[src/rtl/pong_ai_paddle_driver.sv]
// AI opponent for pong: waits a reaction delay, then steers the paddle
// toward the ball, or recentres the paddle while the ball moves away.
//
// Ports:
//   clock      - system clock
//   reset_n    - synchronous active-low reset
//   enable     - AI opponent active
//   ball_y     - ball row in game units
//   ball_dir_x - 1 when the ball is heading toward the AI paddle
//   paddle_y   - current top row of the AI paddle (feedback)
//   up, down   - registered move requests to the paddle controller
//   state      - registered FSM state (debug)
module pong_ai_paddle_driver #(
  parameter int PADDLE_HEIGHT  = 6,
  parameter int GAME_HEIGHT    = 30,
  parameter int REACTION_TICKS = 2500000,
  parameter int DEAD_ZONE      = 1
) (
  input  logic       clock,
  input  logic       reset_n,
  input  logic       enable,
  input  logic [5:0] ball_y,
  input  logic       ball_dir_x,
  input  logic [5:0] paddle_y,
  output logic       up,
  output logic       down,
  output logic [1:0] state
);

  typedef enum logic [1:0] {
    IDLE   = 2'd0,
    WAIT   = 2'd1,
    TRACK  = 2'd2,
    CENTER = 2'd3
  } state_t;

  localparam int CW =
    (REACTION_TICKS > 1) ? $clog2(REACTION_TICKS) : 1;

  localparam logic [CW-1:0] CNT_LAST =
    CW'(REACTION_TICKS - 1);

  localparam logic [6:0] HALF_H =
    7'(PADDLE_HEIGHT / 2);

  localparam logic [6:0] MID_ROW =
    7'(GAME_HEIGHT / 2 - 1);

  localparam logic [6:0] DZ =
    7'(DEAD_ZONE);

  localparam logic [5:0] BOTTOM =
    6'(GAME_HEIGHT - PADDLE_HEIGHT - 1);

  state_t        state_q;
  state_t        state_d;
  logic [CW-1:0] cnt_q;
  logic [CW-1:0] cnt_d;
  logic          cnt_done;

  logic          up_d;
  logic          down_d;
  logic          steer;
  logic [6:0]    target;
  logic [6:0]    center;
  logic          want_up;
  logic          want_down;

  assign cnt_done = (cnt_q == CNT_LAST);

  // State register, counter and output registers.
  always_ff @(posedge clock) begin
    if (!reset_n) begin
      state_q <= IDLE;
      cnt_q   <= '0;
      up      <= 1'b0;
      down    <= 1'b0;
    end else begin
      state_q <= state_d;
      cnt_q   <= cnt_d;
      up      <= up_d;
      down    <= down_d;
    end
  end

  assign state = state_q;

  // Next-state logic; enable low overrides every transition.
  always_comb begin
    state_d = state_q;
    if (!enable) begin
      state_d = IDLE;
    end else begin
      unique case (state_q)
        IDLE: begin
          state_d = ball_dir_x ? WAIT : CENTER;
        end
        WAIT: begin
          if (!ball_dir_x)
            state_d = CENTER;
          else if (cnt_done)
            state_d = TRACK;
        end
        TRACK: begin
          if (!ball_dir_x)
            state_d = CENTER;
        end
        CENTER: begin
          if (ball_dir_x)
            state_d = WAIT;
        end
        default: state_d = IDLE;
      endcase
    end
  end

  // Reaction counter: cleared on any entry to WAIT, counts while
  // staying in WAIT and holds at its last value instead of wrapping.
  always_comb begin
    cnt_d = '0;
    if (state_d == WAIT && state_q == WAIT) begin
      if (cnt_done)
        cnt_d = cnt_q;
      else
        cnt_d = cnt_q + 1'b1;
    end
  end

  // Targeting. Widened to 7 bits so no sum can wrap.
  assign center = {1'b0, paddle_y} + HALF_H;

  always_comb begin
    steer  = 1'b0;
    target = '0;
    unique case (1'b1)
      (state_d == TRACK): begin
        steer  = 1'b1;
        target = {1'b0, ball_y};
      end
      (state_d == CENTER): begin
        steer  = 1'b1;
        target = MID_ROW;
      end
      default: begin
        steer  = 1'b0;
        target = '0;
      end
    endcase
  end

  assign want_down = (center + DZ) < target;
  assign want_up   = center > (target + DZ);

  // Move requests follow the state being entered, so the request
  // appears on the same edge as the state that issues it. The two
  // compares are mutually exclusive, and edge limits mask them.
  always_comb begin
    up_d   = 1'b0;
    down_d = 1'b0;
    if (steer) begin
      up_d   = want_up && (paddle_y != 6'd0);
      down_d = want_down && (paddle_y != BOTTOM);
    end
  end

endmodule

[config.mk]
export PLATFORM = sky130hd
export DESIGN_NAME = pong_ai_paddle_driver
export DESIGN_NICKNAME = d
export VERILOG_FILES = /design/src/rtl/pong_ai_paddle_driver.sv
export SDC_FILE = /design/constraint.sdc
export NUM_CORES = 1
export LEC_CHECK = 0
export ABC_CLOCK_PERIOD_IN_PS = 3400
export BUFFER_PORTS_ARGS = -buffer_cell sky130_fd_sc_hd__clkbuf_2
export CORE_ASPECT_RATIO = 1.75
export CORE_MARGIN = 2
export CORE_UTILIZATION = 31
export CTS_BUF_LIST = sky130_fd_sc_hd__clkbuf_4
export DETAILED_ROUTE_END_ITERATION = 12
export GPL_ROUTABILITY_DRIVEN = 1
export PLACE_DENSITY_LB_ADDON = 0.2
export SLEW_MARGIN = 20
export SYNTH_ARGS = -nofsm -noshare
export SYNTH_HDL_FRONTEND = slang
export SYNTH_SLANG_ARGS = --single-unit
[constraint.sdc]
create_clock -name clock -period 3.4 [get_ports clock]
set_input_delay 0.34 -clock clock [delete_from_list [all_inputs] [get_ports clock]]
set_output_delay 0.34 -clock clock [all_outputs]
set_load 0.03 [all_outputs]
[After elaboration in Yosys (flattened, before gate mapping)]
Index checks and enable logic that the tools add are counted.
Cells by class
  equal/unequal tests: 8
  mux-type cells: 9
  reduce and logical (&&, ||, !) cells: 8
  $lt $le $gt $ge: 2
  $add $sub $neg: 4
Operators with widths (number)
  $add 22x1->22 const B: 1
  $eq 22x22->1 const B: 1
  $add 7x1->7 const B: 2
  $mux 2: 6
  $pmux 6 s2: 1
  $eq 2x2->1 const B: 4
  $pmux 2 s4: 1
  $add 6x2->7 const B: 1
  $gt 7x7->1: 1
  $lt 7x7->1: 1
  $ne 6x5->1 const B: 1
  $reduce_bool 6->1: 1
  $eq 2x1->1 const B: 2
  $reduce_and 2->1: 2
  $logic_and 1x1->1: 3
  $logic_not 2->1: 1
  $reduce_or 2->1: 1
  $mux 1: 1
Storage, ports and cells
  bits in registers: 26
  input bits: 16

[Longest topological paths before layout]
Gate-level depths: netlist of run 1.
  word-level depth: 10
  gate-level depth with buffers: 18

[Worst setup path after synthesis of run 1]
OpenSTA, ideal clock, no wires.
  path kind: register to register
  start: reg cnt_q[0]
  end: reg up
  period minus slack after synthesis: 2952 ps
  setup slack: 448 ps
  arrival: 2836 ps
  path buffers: 1
  cell stages (with the launch flop): 18
  cell sequence: dfxtp_1 -> ha_1 -> and4_2 -> nand3_1 -> o22ai_2 -> buf_6 -> nand2_1 -> a21boi_0 -> ha_1 -> nand2_1 -> nor4_1 -> nor2_1 -> xor2_1 -> ha_1 -> a21o_1 -> a21oi_1 -> a21oi_1 -> and3_1
On the way
  cells in the longest elaborated chain, start to end: 10
  elaborated cells on any way between the ends: 14
  classes of those cells: add/sub: 1; order compare: 1; eq/ne: 3; mux: 6; reduce/logical: 3
Ends and longest elaborated chain
  from (decl): RTL line 57  | logic [CW-1:0] cnt_q;
  from (signal assigned): RTL line 80  | cnt_q <= cnt_d;
  $eq 22x22->1 (*): RTL line 69  | assign cnt_done = (cnt_q == CNT_LAST);
  $mux 2 (*): RTL line 101  | else if (cnt_done)
  $mux 2 (*): RTL line 99  | if (!ball_dir_x)
  $pmux 2 s4 (*): RTL line 94  | unique case (state_q)
  $mux 2 (*): RTL line 91  | if (!enable) begin
  $eq 2x2->1, on equally long branches: RTL line 140, 136
  $pmux 6 s2: RTL line 135  | unique case (1'b1)
  $add 7x1->7: RTL line 152  | assign want_up = center > (target + DZ);
  $gt 7x7->1: RTL line 152
  $logic_and 1x1->1: RTL line 161  | up_d = want_up && (paddle_y != 6'd0);
  to (signal assigned): RTL line 81  | up <= up_d;
  to (decl): RTL line 25  | output logic up,
Mark *: on every way between the ends. The rest lies on a longest branch, timed or not.
A chain may end at the register's enable or synchronous reset.

[Worst setup path in the final report of run 1]
Same ends and word-level chain as after synthesis.

==> flow_metrics.py, run 1 <==
metrics = {
    "clock_network": {
        "clock_sinks": 26,
        "root_buffer": "clkbuf_4",
        "cts_max_path_buffers": 2,
        "cts_tree": "built",
        "clk_latency_ns": 0.32,
        "htreeDepth": 1,
        "ctsHoldBuffers": 0,
        "cts_made_buffers": 3,
        "clk_pin_slew_ns": 0.14,
    },
    "pwr": {
        "powerDensity_nw_per_um2": 256,
        "total_power_mw": 0.559,
        "pwr-share-clk_pct": 24.3,
        "p_comb_share_pct": 20.3,
        "internal_power_mw": 0.402,
        "p_seq_share_pct": 55.3,
        "p_leak_nw": 0.841,
        "p_sw_share_pct": 28.2,
        "p_switching_mw": 0.158,
        "vdd_drop_max_uv": 112,
    },
    "floorplan": {
        "dieHeight_um": 109,
        "placementRows": 38,
        "ios": 20,
        "initial_utilization_pct": 31.6,
        "die_w_um": 63.7,
        "core-area_um2": 6130,
        "dieArea_um2": 6920,
    },
    "timing": {
        "min_period_ns": 3.12,
        "holdWs_ns": 0.260,
        "maxSlewHeadroom_pct": 70.6,
        "setup_tns_ns": 0,
        "rsz0062_at_grt": "false",
        "setup_viol": 0,
        "fmax_mhz": 321,
        "drv_slew": 0,
        "hold_viol": 0,
        "worst_pin_slew_ns": 0.438,
        "finClkSkew_ns": 0.00212,
        "finalCritPeriodShare_pct": 91.7,
        "fin_ws_ns": 0.282,
    },
    "place": {
        "gp_congestion": 0.763,
        "dp.cells": 327,
        "dpl_cell_area_um2": 2130,
        "dp_hpwl_um": 3580,
        "pre_cts_slack_ns": 0.167,
        "port_buffers": 19,
    },
    "worst_setup_path": {
        "timing.rr.start": "cnt_q[0]",
        "path_class": "reg2reg",
        "worstSetupEndpoint": "up",
        "r2r_cells": 15,
        "arrival_ns": 3.35,
        "required_ns": 3.63,
        "path_max_fanout": 5,
        "cp-startpoint": "cnt_q[0]",
        "cp_slowest_cell": "dfxtp_1",
        "cpPeakStageDelay_ns": 0.39,
        "cp-start-kind": "register",
        "ff2ff_setup_slack_ns": 0.28,
        "crit_chain": "ha_2 > and4_2 > nand3_1 > o22ai_4 > nand2_1 > a21boi_0 > ha_1 > inv_1 > and4_2 > nor3_2 > ha_1 > o21a_1 > o21ai_0 > nand3b_1 > and3_1",
        "r2r_end": "up",
        "cp-end-kind": "register",
    },
    "global_route": {
        "grt_start_max_net_pins": 15,
        "first_global_vias": 1607,
        "grt_antenna_before_repair": 0,
        "track_usage_pct": 13.6,
        "grt_pass1_wl_um": 7360,
        "overflow": 0,
    },
    "synthesis": {
        "synth_most_common_cell": "nor2_1",
        "syn-num-nets": 263,
        "synth_top_flop_cell": "dfxtp_1",
        "synthTopCellsByArea": "dfxtp_1 27%, ha_1 11%, xor2_1 10%",
        "synth_commonest_cells": "27 x nor2_1, 26 x dfxtp_1, 22 x xor2_1",
        "yosys_register_bits": 26,
        "avgSynthCellArea_um2": 8.42,
        "ys_types": 46,
        "synth_sequential_area_ratio_pct": 26.9,
        "yosys.area.top_type": "dfxtp_1",
        "syn_inst": 230,
        "yosysWarnings": 0,
        "syn_area_um2": 1940,
        "synth.top_cell.area_share_pct": 26.9,
        "synth_edf_count": 0,
        "async_flop_share_pct": 0,
    },
    "outcome": {
        "status": "complete, no violations",
    },
    "finish": {
        "area_growth_pct": 12.7,
        "fin_area_um2": 2180,
        "fin_util_pct": 35.6,
        "multi_input_area_um2": 1340,
        "num_antenna_cells": 0,
        "fillCellCount": 639,
        "nNetsFinal": 286,
        "regArea_um2": 520,
        "fin_cells": 332,
        "drive_above_1_share_pct": 19.0,
    },
    "detailed_routing": {
        "drtPass1Iterations": 4,
        "drc": 0,
        "drt_iter0_drc": 48,
        "routed_wl_um": 4350,
        "vias": 1633,
        "vias_per_cell": 4.92,
        "wl_per_cell_um": 13.1,
        "postRouteAntennaNets": 0,
    },
    "flow_run": {
        "maxCapViolCount": 0,
    },
    "worst_hold_path": {
        "hp-class": "in2reg",
    },
}
-- sequential cells by signal, summed over array words and instances (netlist names) --
signal and cells:
down 1, up 1, cnt_q 22, state 2
-- cell type report --
| type | count | area share, % |
|---|---|---|
| Multi-Input combinational cell | 183 | 61.5 |
| Sequential cell | 26 | 23.9 |
| Timing Repair Buffer | 25 | 6.42 |
| Tap cell | 80 | 4.59 |
| Inverter | 14 | 2.41 |
| Clock buffer | 3 | 1.03 |
| Clock inverter | 1 | 0.172 |
-- metal layers --
layer / global-route usage, % / routed length, µm / vias up
met2: 28.9 / 2670 / 21
met4: 6.37 / 95 / 0
li1: - / - / 845
met3: 0.312 / 68 / 6
met5: 0 / 0 / -
met1: 12.7 / 1520 / 761
-- how the worst min path moves through the flow --
stage / startpoint / end / slack (ns) / cells past startpoint
floorplan: cnt_q[0] / cnt_q[0] / 0.43 / 1
global placement: cnt_q[0] / cnt_q[0] / 0.44 / 1
detailed placement: cnt_q[0] / cnt_q[0] / 0.45 / 1
CTS: ball_dir_x / state[0] / 0.25 / 2
global route: ball_dir_x / state[0] / 0.26 / 2
finish: ball_dir_x / state[0] / 0.26 / 2
-- power by group through the flow --
stage          logic [mW]  registers, mW  clock network [mW]
3_3_place_gp        0.113          0.316                   0
5_1_grt             0.133          0.310               0.158
6_report            0.114          0.309               0.136
4_1_cts             0.114          0.309               0.144
2_1_floorplan      0.0754          0.320                   0
3_5_place_dp        0.114          0.316                   0
-- cells by family after synthesis --
group,after synthesis,synth area share (%)
simple gates,105,33.0
xor+xnor,31,14.0
compound gates,30,10.2
flops,26,26.9
buf+inv,21,4.85
fa+ha+maj,17,11.0
-- critical path, delay by kind of cell (launching register included) --
family | cells | cell delay (ns)
AND/OR/NAND/NOR | 7 | 1.23
AO/OA/AOI/OAI | 4 | 0.63
adder cells (fa/ha/maj) | 3 | 0.68
buffers and inverters | 1 | 0.08
flip-flops | 1 | 0.39
-- repair_timing --
| action | 4_1_cts | 5_1_grt |
|---|---|---|
| endpoints found under the setup margin | 0 | 1 |
| setup buffers | 0 | 1 |
| resized for setup | 0 | 4 |
-- layout by cell type, fill, tap and decap left out, types with 4 or more instances in the layout --
master    instances
and3_1            4
a21oi_1           9
nand2_1          15
nand3_1          17
xor2_1           22
ha_1             16
nor2_1           27
dfxtp_1          26
o21ai_0           6
o21a_1            4
buf_4             6
xnor2_1           9
clkbuf_2         19
nand4_1           6
inv_1            14
nor3_1            4
No activity file was read; power rests on OpenSTA's default activity.
==> run 2, diff against run 1 <==
- ABC_CLOCK_PERIOD_IN_PS: 3400 -> unset
- GPL_TIMING_DRIVEN: unset -> 0
==> run 2 against run 1 <==
Clock power is 59% higher. Register-to-register slack worse by 0.06 ns. Non-clock buffer count rose by 5. First-iteration DRC count decreased by 56%. Wire length increased by 2.0%. Core utilization increased by 1.7 points. Total power up 15%. Critical path type unchanged.
==> flow_metrics.py, run 2 (synthesis gave the netlist of run 1 again) <==
metrics = {
    "outcome": {
        "status": "complete, no violations",
    },
    "pwr": {
        "internal_power_mw": 0.481,
        "vdd_drop_max_uv": 123,
        "p_sw_share_pct": 25.5,
        "p_comb_share_pct": 18.6,
        "pwr-share-clk_pct": 33.5,
        "p_leak_nw": 0.886,
        "powerDensity_nw_per_um2": 282,
        "p_switching_mw": 0.165,
        "p_seq_share_pct": 47.9,
    },
    "worst_setup_path": {
        "r2r_end": "up",
        "crit_chain": "ha_2 > and4_4 > nand3_4 > o22ai_4 > buf_6 > nand2_1 > a21boi_2 > ha_1 > nand2_1 > nor4_4 > o21a_1 > nand3_1 > ha_1 > nand3_1 > o22ai_2 > a21oi_1 > and3_1",
        "critical-path-top-delay-family": "simple AND/OR/NAND/NOR gates",
        "path_class": "reg2reg",
        "cp-start-kind": "register",
        "path_buf_inv": 1,
        "r2r_cells": 17,
        "arrival_ns": 3.42,
        "cpPeakStageDelay_ns": 0.37,
        "cp_slowest_cell": "dfxtp_2",
        "required_ns": 3.63,
        "path_max_fanout": 6,
        "cp-end-kind": "register",
        "timing.rr.start": "cnt_q[0]",
        "ff2ff_setup_slack_ns": 0.22,
    },
    "finish": {
        "drive_above_1_share_pct": 23.3,
        "largest-register": "cnt_q",
        "fin_util_pct": 37.3,
        "layout_common_cells": "27 x nor2_1, 24 x dfxtp_1, 22 x xor2_1, 17 x clkbuf_2",
        "area_growth_pct": 18.2,
        "num_antenna_cells": 0,
        "largest_register_ffs": 22,
        "nNetsFinal": 291,
        "fin_area_um2": 2290,
        "final_common_cell": "nor2_1",
        "fin_cells": 337,
    },
    "flow_run": {
        "maxCapViolCount": 0,
    },
    "detailed_routing": {
        "vias": 1655,
        "postRouteAntennaNets": 0,
        "drc": 0,
        "drtPass1Iterations": 3,
        "routed_wl_um": 4440,
        "wl_per_cell_um": 13.2,
        "drt_iter0_drc": 21,
        "vias_per_cell": 4.91,
    },
    "timing": {
        "worst_pin_slew_ns": 0.441,
        "fmax_mhz": 314,
        "finalCritPeriodShare_pct": 93.6,
        "drv_slew": 0,
        "min_period_ns": 3.18,
        "holdWs_ns": 0.251,
        "finClkSkew_ns": 0.0104,
        "hold_viol": 0,
        "setup_viol": 0,
        "maxSlewHeadroom_pct": 70.4,
    },
    "place": {
        "dpl_cell_area_um2": 2120,
        "port_buffers": 17,
        "dp_hpwl_um": 3570,
        "dp.cells": 327,
        "gp_congestion": 0.846,
    },
    "clock_network": {
        "clk_pin_slew_ns": 0.15,
        "ctsHoldBuffers": 0,
        "clock_sinks": 26,
        "cts_tree": "built",
        "root_buffer": "clkbuf_4",
        "cts_max_path_buffers": 2,
        "htreeDepth": 1,
        "cts_made_buffers": 3,
        "clk_latency_ns": 0.33,
    },
    "floorplan": {
        "initial_utilization_pct": 31.6,
        "ios": 20,
        "placementRows": 38,
        "die_w_um": 63.7,
        "dieHeight_um": 109,
        "dieArea_um2": 6920,
        "core-area_um2": 6130,
    },
    "worst_hold_path": {
        "hp-class": "in2reg",
        "min_to": "state[0]",
        "holdCritStartpoint": "reset_n",
        "min_path_cells": 3,
    },
    "global_route": {
        "track_usage_pct": 13.7,
        "grt_antenna_before_repair": 0,
        "grt_start_max_net_pins": 16,
        "grt_pass1_wl_um": 7450,
        "overflow": 0,
        "first_global_vias": 1659,
    },
}
==> run 2: how the worst max path moves through the flow <==
stage                     cells past startpoint      from  slack, ns  endpoint
after floorplan                              17  cnt_q[0]       0.45        up
after global placement                       16  cnt_q[0]       0.06        up
after detailed placement                     17  cnt_q[0]       0.02        up
after CTS                                    16  cnt_q[0]       0.03        up
after global routing                         17  cnt_q[1]      -0.06        up
final                                        17  cnt_q[0]       0.22        up
==> run 2: cell type report <==
type,instances,area (µm²)
Buffer,7,41.3
Clock buffer,3,22.5
Clock inverter,1,30.0
Fill cell,645,3850
Inverter,14,52.6
Multi-Input combinational cell,183,1390
Sequential cell,26,523
Tap cell,80,100
Timing Repair Buffer,23,130
==> run 2: timing repair <==
action	4_1_cts	5_1_grt
resized for setup	1	15
pin swaps	0	4
buffers inserted	0	6
setup endpoints to repair	1	1
==> run 2: power by group through the flow <==
stage	combinational, mW	clock (mW)	sequential [mW]
detailed placement	0.115	0	0.316
global placement	0.113	0	0.316
floorplan	0.0754	0	0.320
finish	0.120	0.216	0.309
CTS	0.116	0.223	0.309
global route	0.138	0.238	0.310
==> run 2: stage by stage <==
step,TNS (ns),setup WS [ns],total power [mW]
floorplan,0,0.448,0.396
global placement,0,0.0564,0.429
detailed placement,0,0.0237,0.431
CTS,0,0.0274,0.648
global route,-0.0559,-0.0559,0.685
finish,0,0.217,0.646
==> run 2: metal layers <==
layer,up-vias,routed length (µm),track usage [%]
met2,22,2650,27.7
met5,-,0,0
met3,11,57,0.416
met1,772,1550,13.3
li1,850,-,-
met4,0,180,8.23
==> run 2: worst reg2reg max path, cell delays in order (launching register included) <==
cell	delay, ns
dfxtp_2	0.37
ha_2	0.21
and4_4	0.25
nand3_4	0.10
o22ai_4	0.16
buf_6	0.14
nand2_1	0.08
a21boi_2	0.14
ha_1	0.17
nand2_1	0.12
nor4_4	0.27
o21a_1	0.16
nand3_1	0.10
ha_1	0.33
nand3_1	0.12
o22ai_2	0.12
a21oi_1	0.05
and3_1	0.19
